### config.mk
export PLATFORM = sky130hd
export DESIGN_NAME = cl_digit_serial_mult
export DESIGN_NICKNAME = d
export VERILOG_FILES = /design/src/rtl/cl_digit_serial_mult.sv
export SDC_FILE = /design/constraint.sdc
export NUM_CORES = 1
export LEC_CHECK = 0
export CORE_ASPECT_RATIO = 0.9
export CORE_MARGIN = 2
export CORE_UTILIZATION = 55
export DETAILED_ROUTE_END_ITERATION = 8
export GPL_ROUTABILITY_DRIVEN = 1
export PLACE_DENSITY_LB_ADDON = 0.08
export REMOVE_ABC_BUFFERS = 1
export SYNTH_ARGS = -nofsm -noshare
export SYNTH_HDL_FRONTEND = slang
export SYNTH_SLANG_ARGS = --single-unit
### constraint.sdc
create_clock -name clk -period 3.1 [get_ports clk]
set_clock_uncertainty 0.05 [all_clocks]
set_input_delay 0.775 -clock clk [delete_from_list [all_inputs] [get_ports clk]]
set_output_delay 0.775 -clock clk [all_outputs]
set_load 0.02 [all_outputs]
### src/rtl/cl_digit_serial_mult.sv
// cl_digit_serial_mult: digit-serial carry-less multiplier with optional modular reduction
module cl_digit_serial_mult #(
  parameter int DATA_WIDTH  = 32,
  parameter int DIGIT_WIDTH = 4
) (
  input  logic                    clk,
  input  logic                    enable,
  input  logic                    in_valid,
  output logic                    in_ready,
  input  logic [DATA_WIDTH-1:0]   in_mult_a,
  input  logic [DATA_WIDTH-1:0]   in_mult_b,
  input  logic [DATA_WIDTH-1:0]   in_poly,
  input  logic                    in_reduce,
  output logic                    out_valid,
  input  logic                    out_ready,
  output logic [2*DATA_WIDTH-1:0] out_mult_result
);
  localparam int N    = DATA_WIDTH;
  localparam int D    = DIGIT_WIDTH;
  localparam int ITER = N / D;
  localparam int CW   = ITER > 1 ? $clog2(ITER) : 1;
  typedef enum logic [1:0] {IDLE, CALC, DONE} state_t;
  state_t          state_q, state_d;
  logic [CW-1:0]   cnt_q, cnt_d;
  logic [N-1:0]    a_q, a_d, b_q, b_d, poly_q, poly_d;
  logic            red_q, red_d;
  logic [2*N-1:0]  acc_q, acc_d, res_q, res_d, step;
  logic            last;
  assign last            = cnt_q == CW'(ITER - 1);
  assign out_mult_result = res_q;
  // Horner step over the top digit of b: shift, fold bit N back in reduce mode, add a
  always_comb begin
    step = acc_q;
    for (int j = D - 1; j >= 0; j--) begin
      step = {step[2*N-2:0], 1'b0};
      step = (red_q && step[N]) ? step ^ {{(N-1){1'b0}}, 1'b1, poly_q} : step;
      step = b_q[N-D+j] ? step ^ {{N{1'b0}}, a_q} : step;
    end
  end
  // next-state, datapath updates and handshake outputs
  always_comb begin
    state_d   = state_q;
    cnt_d     = cnt_q;
    a_d       = a_q;
    b_d       = b_q;
    poly_d    = poly_q;
    red_d     = red_q;
    acc_d     = acc_q;
    res_d     = res_q;
    in_ready  = state_q == IDLE;
    out_valid = state_q == DONE;
    if (state_q == IDLE && in_valid) begin
      a_d     = in_mult_a;
      b_d     = in_mult_b;
      poly_d  = in_poly;
      red_d   = in_reduce;
      acc_d   = '0;
      cnt_d   = '0;
      state_d = CALC;
    end
    if (state_q == CALC) begin
      acc_d   = step;
      b_d     = b_q << D;
      cnt_d   = cnt_q + 1'b1;
      state_d = last ? DONE : CALC;
      res_d   = last ? step : res_q;
    end
    if (state_q == DONE && out_ready) state_d = IDLE;
  end
  // state register with synchronous active-low reset on enable
  always_ff @(posedge clk) begin
    if (!enable) begin
      state_q <= IDLE;
      cnt_q   <= '0;
      a_q     <= '0;
      b_q     <= '0;
      poly_q  <= '0;
      red_q   <= 1'b0;
      acc_q   <= '0;
      res_q   <= '0;
    end else begin
      state_q <= state_d;
      cnt_q   <= cnt_d;
      a_q     <= a_d;
      b_q     <= b_d;
      poly_q  <= poly_d;
      red_q   <= red_d;
      acc_q   <= acc_d;
      res_q   <= res_d;
    end
  end
endmodule

==> results of run 1 <==
[sequential cells by signal (all words and copies together), names as in the netlist]
signal           cells
cnt_q                3
state_q              2
out_mult_result     64
acc_q               60
b_q                 32
a_q                 32
red_q                1
poly_q              32
[worst min path at each step]
stage	from	endpoint	slack (ns)	depth (start not counted)
after global placement	b_q[3]	b_q[3]	0.39	2
final	b_q[0]	b_q[0]	0.40	2
after floorplan	b_q[0]	b_q[0]	0.39	2
after global routing	b_q[0]	b_q[0]	0.42	2
after detailed placement	b_q[3]	b_q[3]	0.40	2
after CTS	b_q[0]	b_q[0]	0.40	2
[cell usage in the layout (no fill, tap or decap), drive strengths merged, types with 2 or more instances in the layout]
master	count
nor2b	7
inv	4
mux2i	2
xnor3	2
clkdlybuf4s50	165
and2	5
a21boi	153
nor2	39
buf	31
xor2	25
o21ai	69
ha	2
nor3	2
nand3	98
a22oi	28
nand4	2
a21oi	11
dfxtp	226
xnor2	224
nand2	503
clkbuf	39
nand3b	2
[cells by family (layout without fill, tap and decap cells)]
logic type	after synthesis	in the layout	share of synthesized area (%)
flops	226	226	37.98
buf+inv	114	241	4.233
mux	2	2	0.1681
compound gates	263	263	14.89
xor+xnor	252	252	19.21
simple gates	662	662	23.31
fa+ha+maj	2	2	0.2100
[power by group through the flow]
stage | sequential (uW) | clock [uW] | combinational [uW]
after floorplan | 3170 | 0 | 451
after global placement | 3160 | 0 | 814
after detailed placement | 3160 | 0 | 825
after CTS | 3100 | 2960 | 828
after global routing | 3120 | 3080 | 903
final | 3100 | 2910 | 824
[metrics by stage]
step / std cells / utilization [%]
6_report: 1939 / 68.04
5_1_grt: 1939 / 68.04
4_1_cts: 1939 / 68.04
3_5_place_dp: 1897 / 64.26
3_3_place_gp: 1897 / 64.26
2_1_floorplan: 1410 / -
[critical path, cell delays in order (launching register included)]
cell     delay, ns
dfxtp_1       0.38
nand2_1       0.09
xor2_1        0.14
xnor3_2       0.51
xnor2_2       0.21
xnor2_4       0.66
buf_12        0.25
nand3_1       0.12
xnor2_1       0.26
o21ai_1       0.10
[layer usage]
| metal | up-vias | routed length, um |
|---|---|---|
| li1 | 5127 | - |
| met1 | 4722 | 13150 |
| met2 | 232 | 13500 |
| met3 | 37 | 1504 |
| met4 | 0 | 520 |
| met5 | - | 0 |
[Yosys cell counts, types with 19 or more instances]
| master | n | area share, % |
|---|---|---|
| nand2_1 | 503 | 16 |
| dfxtp_1 | 226 | 38 |
| xnor2_1 | 220 | 16 |
| a21boi_0 | 153 | 9.6 |
| clkbuf_1 | 77 | 2.4 |
| nand3_1 | 77 | 3.2 |
| o21ai_1 | 57 | 2.4 |
| nor2_1 | 38 | 1.2 |
| a22oi_1 | 28 | 1.8 |
| xor2_1 | 24 | 1.8 |
| nand3_2 | 21 | 1.8 |
| buf_2 | 19 | 0.80 |
[area by class of cell]
class / instances / area share (%)
Multi-Input combinational cell: 1181 / 47.58
Sequential cell: 226 / 31.02
Timing Repair Buffer: 196 / 13.26
Clock buffer: 39 / 5.266
Tap cell: 291 / 2.496
Clock inverter: 3 / 0.3002
Inverter: 3 / 0.07719
==> out/qor.log, run 1 <==
qor: floorplan.num_io_pins 167
qor: worst_setup_path.reg2reg_depth 9
qor: global_routing.use_met1 33.53%
qor: timing.achievable-frequency 0.3459 GHz
qor: timing.timing.setup.tns 0 ns
qor: pwr.leakage 0.004563 uW
qor: layout.antenna_cells_inserted 0
qor: routing.first_iter_violations 639
qor: timing.grt_setup_unrepaired no
qor: layout.filler_cell_count 1866
qor: global_routing.gr-total-overflow 0
qor: worst_setup_path.worst-path-max-fanout 17
qor: worst_setup_path.cp-end-kind flop
qor: pwr.vdd_ir_drop_max 0.3578 mV
qor: pwr.powerDensity 468.5 mW/mm^2
qor: logic_synthesis.synth_ff_type dfxtp_1
qor: floorplan.chip_height 143.6 um
qor: logic_synthesis.asyncSetResetFlopFracSynth 0%
qor: routing.drc 0
qor: routing.dr_total_vias 10120
qor: worst_setup_path.worst_ep_required_time 3.44 ns
qor: layout.fin_area 0.01459 sq mm
qor: global_routing.groute.layer.met3.usage 3.550%
qor: routing.routedWlPerCell 14.79 um
qor: pwr.switching_share 24.75%
qor: floorplan.die_w 159.1 um
qor: timing.report.final.setup_viol 0
qor: clock_tree.tritoncts built
qor: pwr.p_int 5143 uW
qor: placed_design.dp_hpwl 18620 um
qor: clock_tree.cts_resized 0
qor: worst_setup_path.worstPathArrival 3.23 ns
qor: timing.finalWorstSetupSlack 0.2087 ns
qor: floorplan.initial_core_util 55.56%
qor: timing.period_share 93.27%
qor: worst_setup_path.reg2reg_slack 0.21 ns
qor: layout.area.sequential 0.004526 sq mm
qor: status.outcome completed
qor: clock_tree.numClockSinks 226
qor: placed_design.port_buffers 166
qor: timing.timing_max_transition_violations_final 0
qor: placed_design.dpl-instance-area 0.01378 sq mm
qor: timing.max-slew-margin-rel 19.67%
qor: clock_tree.largest_buffer_count_on_any_clock_path 3
qor: clock_tree.cts_setup_buffers 0
qor: logic_synthesis.seq_area_frac_synth 37.98%
qor: routing.finalWirelength 28680 um
qor: routing.drtAntennaViolNets 0
qor: logic_synthesis.synth.ff_latch_count 226
qor: timing.final.hold.worst_slack 0.4037 ns
qor: layout.final_layout_size_suffix_gt1_share 6.553%
qor: pwr.net-switching-power 1692 uW
qor: floorplan.row_count 51
qor: worst_setup_path.cp-startpoint a_q[29]
qor: routing.detail_route.first_pass.iterations 5
qor: placed_design.dp_worst_setup_slack 0.2492 ns
qor: global_routing.number_of_global_route_vias_before_repair 9494
qor: worst_setup_path.critical_path.startpoint_type flop
qor: global_routing.grtUsageTotal 24.94%
qor: logic_synthesis.yosysUniqueCellTypes 37
qor: worst_setup_path.r2r_start a_q[29]
qor: worst_setup_path.critical_path.reg2reg.endpoint out_mult_result[13]
qor: logic_synthesis.number_of_synthesized_flops_with_an_enable_pin 0
qor: logic_synthesis.per_instance_average_area_after_synthesis 7.832 sq um
qor: worst_setup_path.critical_path_class reg -> reg
qor: global_routing.gr-usage-met2 42.91%
qor: worst_setup_path.timing.critical_path.to out_mult_result[13]
qor: clock_tree.tritoncts.num_buffers 25
qor: floorplan.core_area 0.02144 sq mm
qor: pwr.p_clk_share 42.6%
qor: job.cap_violations 0
qor: layout.area_delta_synth_final 22.47%
qor: logic_synthesis.ys_warn_count 0
qor: worst_hold_path.tightest_hold_check_type reg -> reg
qor: timing.timing.final.crit_period 2.891 ns
qor: pwr.pwr-share-seq 45.4%
qor: placed_design.gp_congestion 0.8432
qor: pwr.comb_pwr_share 12.1%
qor: pwr.totalPowerFinal 6835 uW
qor: routing.route.detailed.vias_per_inst 5.218
qor: layout.multi_input_comb_area 0.006942 sq mm
qor: timing.tightest_slew 1.204 ns
qor: logic_synthesis.synthesis.instances 1521
qor: layout.design.final.nets 1736
qor: global_routing.largest_net_degree_at_the_start_of_global_routing 141
qor: logic_synthesis.mappedNetlistArea 0.01191 sq mm
qor: clock_tree.root_buf_cell clkbuf_16
qor: clock_tree.clock_tree.htree_level_count 1
qor: clock_tree.clock_network_latency_to_the_later_pin_of_the_worst_skew_pair 0.51 ns
qor: floorplan.dieArea 0.02285 sq mm
qor: clock_tree.cts_hold_buffers 0
qor: clock_tree.clkTransAtPathRegs 0.06 ns
qor: global_routing.initial_antenna_violation_count 0
qor: timing.hold_viol_final 0
qor: global_routing.global_route.peak_usage_layer met2
qor: global_routing.grt_first_pass_wirelength 47540 um
No activity file was read; power rests on OpenSTA's default activity.
==> inputs of run 2 (changes only) <==
==> constraint.sdc (replaced) <==
create_clock -name clk -period 2.95 [get_ports clk]
set_clock_uncertainty 0.05 [all_clocks]
set_input_delay 0.7375 -clock clk [delete_from_list [all_inputs] [get_ports clk]]
set_output_delay 0.7375 -clock clk [all_outputs]
set_load 0.02 [all_outputs]
==> out/qor.log, run 2 (synthesis gave the netlist of run 1 again) <==
qor: floorplan.row_count 51
qor: pwr.leakage 0.004557 uW
qor: placed_design.gp_congestion 0.8184
qor: pwr.powerDensity 480.7 mW/mm^2
qor: worst_hold_path.worstHoldStart b_q[2]
qor: clock_tree.cts_setup_buffers 0
qor: placed_design.port_buffers 166
qor: timing.max-slew-margin-rel 56.75%
qor: routing.detail_route.first_pass.iterations 5
qor: placed_design.placedCellCount 1900
qor: worst_setup_path.cp-end-kind primary output
qor: global_routing.grtUsageTotal 25.06%
qor: clock_tree.largest_buffer_count_on_any_clock_path 3
qor: worst_setup_path.cp-startpoint state_q[1]
qor: layout.final_layout_size_suffix_gt1_share 6.493%
qor: worst_setup_path.worstPathArrival 1.87 ns
qor: placed_design.dp_hpwl 18860 um
qor: layout.antenna_cells_inserted 0
qor: job.cap_violations 0
qor: timing.timing_max_transition_violations_final 0
qor: timing.period_share 89.94%
qor: worst_setup_path.worst-path-max-fanout 6
qor: layout.area_delta_synth_final 22.39%
qor: timing.report.final.setup_viol 0
qor: timing.achievable-frequency 0.3769 GHz
qor: routing.drtAntennaViolNets 0
qor: worst_setup_path.timing.critical_path.to in_ready
qor: clock_tree.root_buf_cell clkbuf_16
qor: layout.mostFrequentLayoutCell nand2_1
qor: routing.route.detailed.vias_per_inst 5.245
qor: routing.first_iter_violations 690
qor: clock_tree.clock_network_latency_to_the_later_pin_of_the_worst_skew_pair 0.51 ns
qor: worst_setup_path.critical_path_class reg -> out
qor: timing.timing.setup.tns 0 ns
qor: worst_setup_path.critical_path.reg2reg.endpoint acc_q[12]
qor: clock_tree.cts_hold_buffers 0
qor: worst_setup_path.worst_ep_required_time 2.16 ns
qor: timing.tightest_slew 0.6488 ns
qor: worst_setup_path.reg2reg_depth 8
qor: layout.final_util 68.00%
qor: global_routing.initial_antenna_violation_count 0
qor: timing.hold_viol_final 0
qor: routing.routedWlPerCell 14.86 um
qor: clock_tree.numClockSinks 226
qor: floorplan.core_area 0.02144 sq mm
qor: layout.final_cell_mix nand2_1, dfxtp_1, xnor2_1
qor: floorplan.dieArea 0.02285 sq mm
qor: worst_setup_path.reg2reg_slack 0.37 ns
qor: global_routing.gr-total-overflow 0
qor: floorplan.initial_core_util 55.56%
qor: layout.design.final.nets 1738
qor: clock_tree.cts_resized 0
qor: worst_setup_path.r2r_start acc_q[31]
qor: layout.flip_flop_count_of_the_largest_register_all_copies_and_words_added 64
qor: worst_hold_path.tightest_hold_check_type reg -> reg
qor: layout.post_layout_nonfiller_instances 1939
qor: clock_tree.clkTransAtPathRegs 0.06 ns
qor: floorplan.chip_height 143.6 um
qor: global_routing.use_met1 33.85%
qor: floorplan.num_io_pins 167
qor: clock_tree.tritoncts.num_buffers 24
qor: global_routing.grt_first_pass_wirelength 47880 um
qor: clock_tree.tritoncts built
qor: routing.drc 0
qor: routing.finalWirelength 28820 um
qor: clock_tree.clock_tree.htree_level_count 1
qor: global_routing.number_of_global_route_vias_before_repair 9557
qor: timing.timing.final.crit_period 2.653 ns
qor: routing.dr_total_vias 10170
qor: floorplan.die_w 159.1 um
qor: timing.grt_setup_unrepaired no
qor: global_routing.gr-usage-met2 43.07%
qor: global_routing.global_route.peak_usage_layer met2
qor: global_routing.groute.layer.met3.usage 3.232%
qor: global_routing.largest_net_degree_at_the_start_of_global_routing 61
qor: worst_setup_path.critical_path.startpoint_type flop
qor: pwr.vdd_ir_drop_max 0.3428 mV
qor: status.outcome completed
-- run 2: worst min path at each step --
stage / end / slack [ns] / cells after the start
after global placement: b_q[3] / 0.39 / 2
after global routing: acc_q[16] / 0.42 / 2
after floorplan: b_q[0] / 0.39 / 2
after CTS: b_q[2] / 0.41 / 2
after detailed placement: b_q[2] / 0.40 / 2
final: b_q[2] / 0.41 / 2
-- run 2: where the power goes --
part / switching, uW / total (uW) / leakage, uW / internal (uW)
clock: 1190 / 2870 / 0.000362 / 1690
sequential: 108 / 3260 / 0.00184 / 3150
combinational: 472 / 878 / 0.00236 / 406
total: 1770 / 7010 / 0.00456 / 5240
-- run 2: stage by stage --
step	setup WS (ns)	instance area (sq um)	total power, uW	hold WS (ns)
finish	0.2968	14580	7008	0.4050
global route	0.2210	14580	7286	0.4248
CTS	0.2780	14580	7067	0.4076
detailed placement	0.3784	13840	4202	0.3990
global placement	0.3739	13840	4188	0.3926
floorplan	-1.673	11420	3801	0.3860
-- run 2: metal layers --
metal  routed length (um)  vias up  share of wire (%)
li1                     -     5133                  -
met1                13230     4737                 46
met2                13560      260                 47
met3                 1459       41                5.1
met4                  562        0                2.0
met5                    0        -                  0
-- run 2: critical path: stages, from the launching register on --
cell	delay (ns)
dfxtp_1	0.37
nor2_1	0.30
clkdlybuf4s50_1	0.68
-- run 2: area by class of cell --
class | count | area, sq um
Multi-Input combinational cell | 1181 | 6942
Fill cell | 1927 | 6860
Sequential cell | 226 | 4526
Timing Repair Buffer | 199 | 1994
Clock buffer | 37 | 730.7
Tap cell | 291 | 364.1
Clock inverter | 2 | 12.51
Inverter | 3 | 11.26
==> inputs of run 3 (changes only) <==
--- a/config.mk
+++ b/config.mk
@@ -15,3 +15,4 @@
 export SYNTH_ARGS = -nofsm -noshare
 export SYNTH_HDL_FRONTEND = slang
 export SYNTH_SLANG_ARGS = --single-unit
+export TNS_END_PERCENT = 10
==> results of run 3 <==
The final DEF is identical to that of run 2; final timing and power are the same.
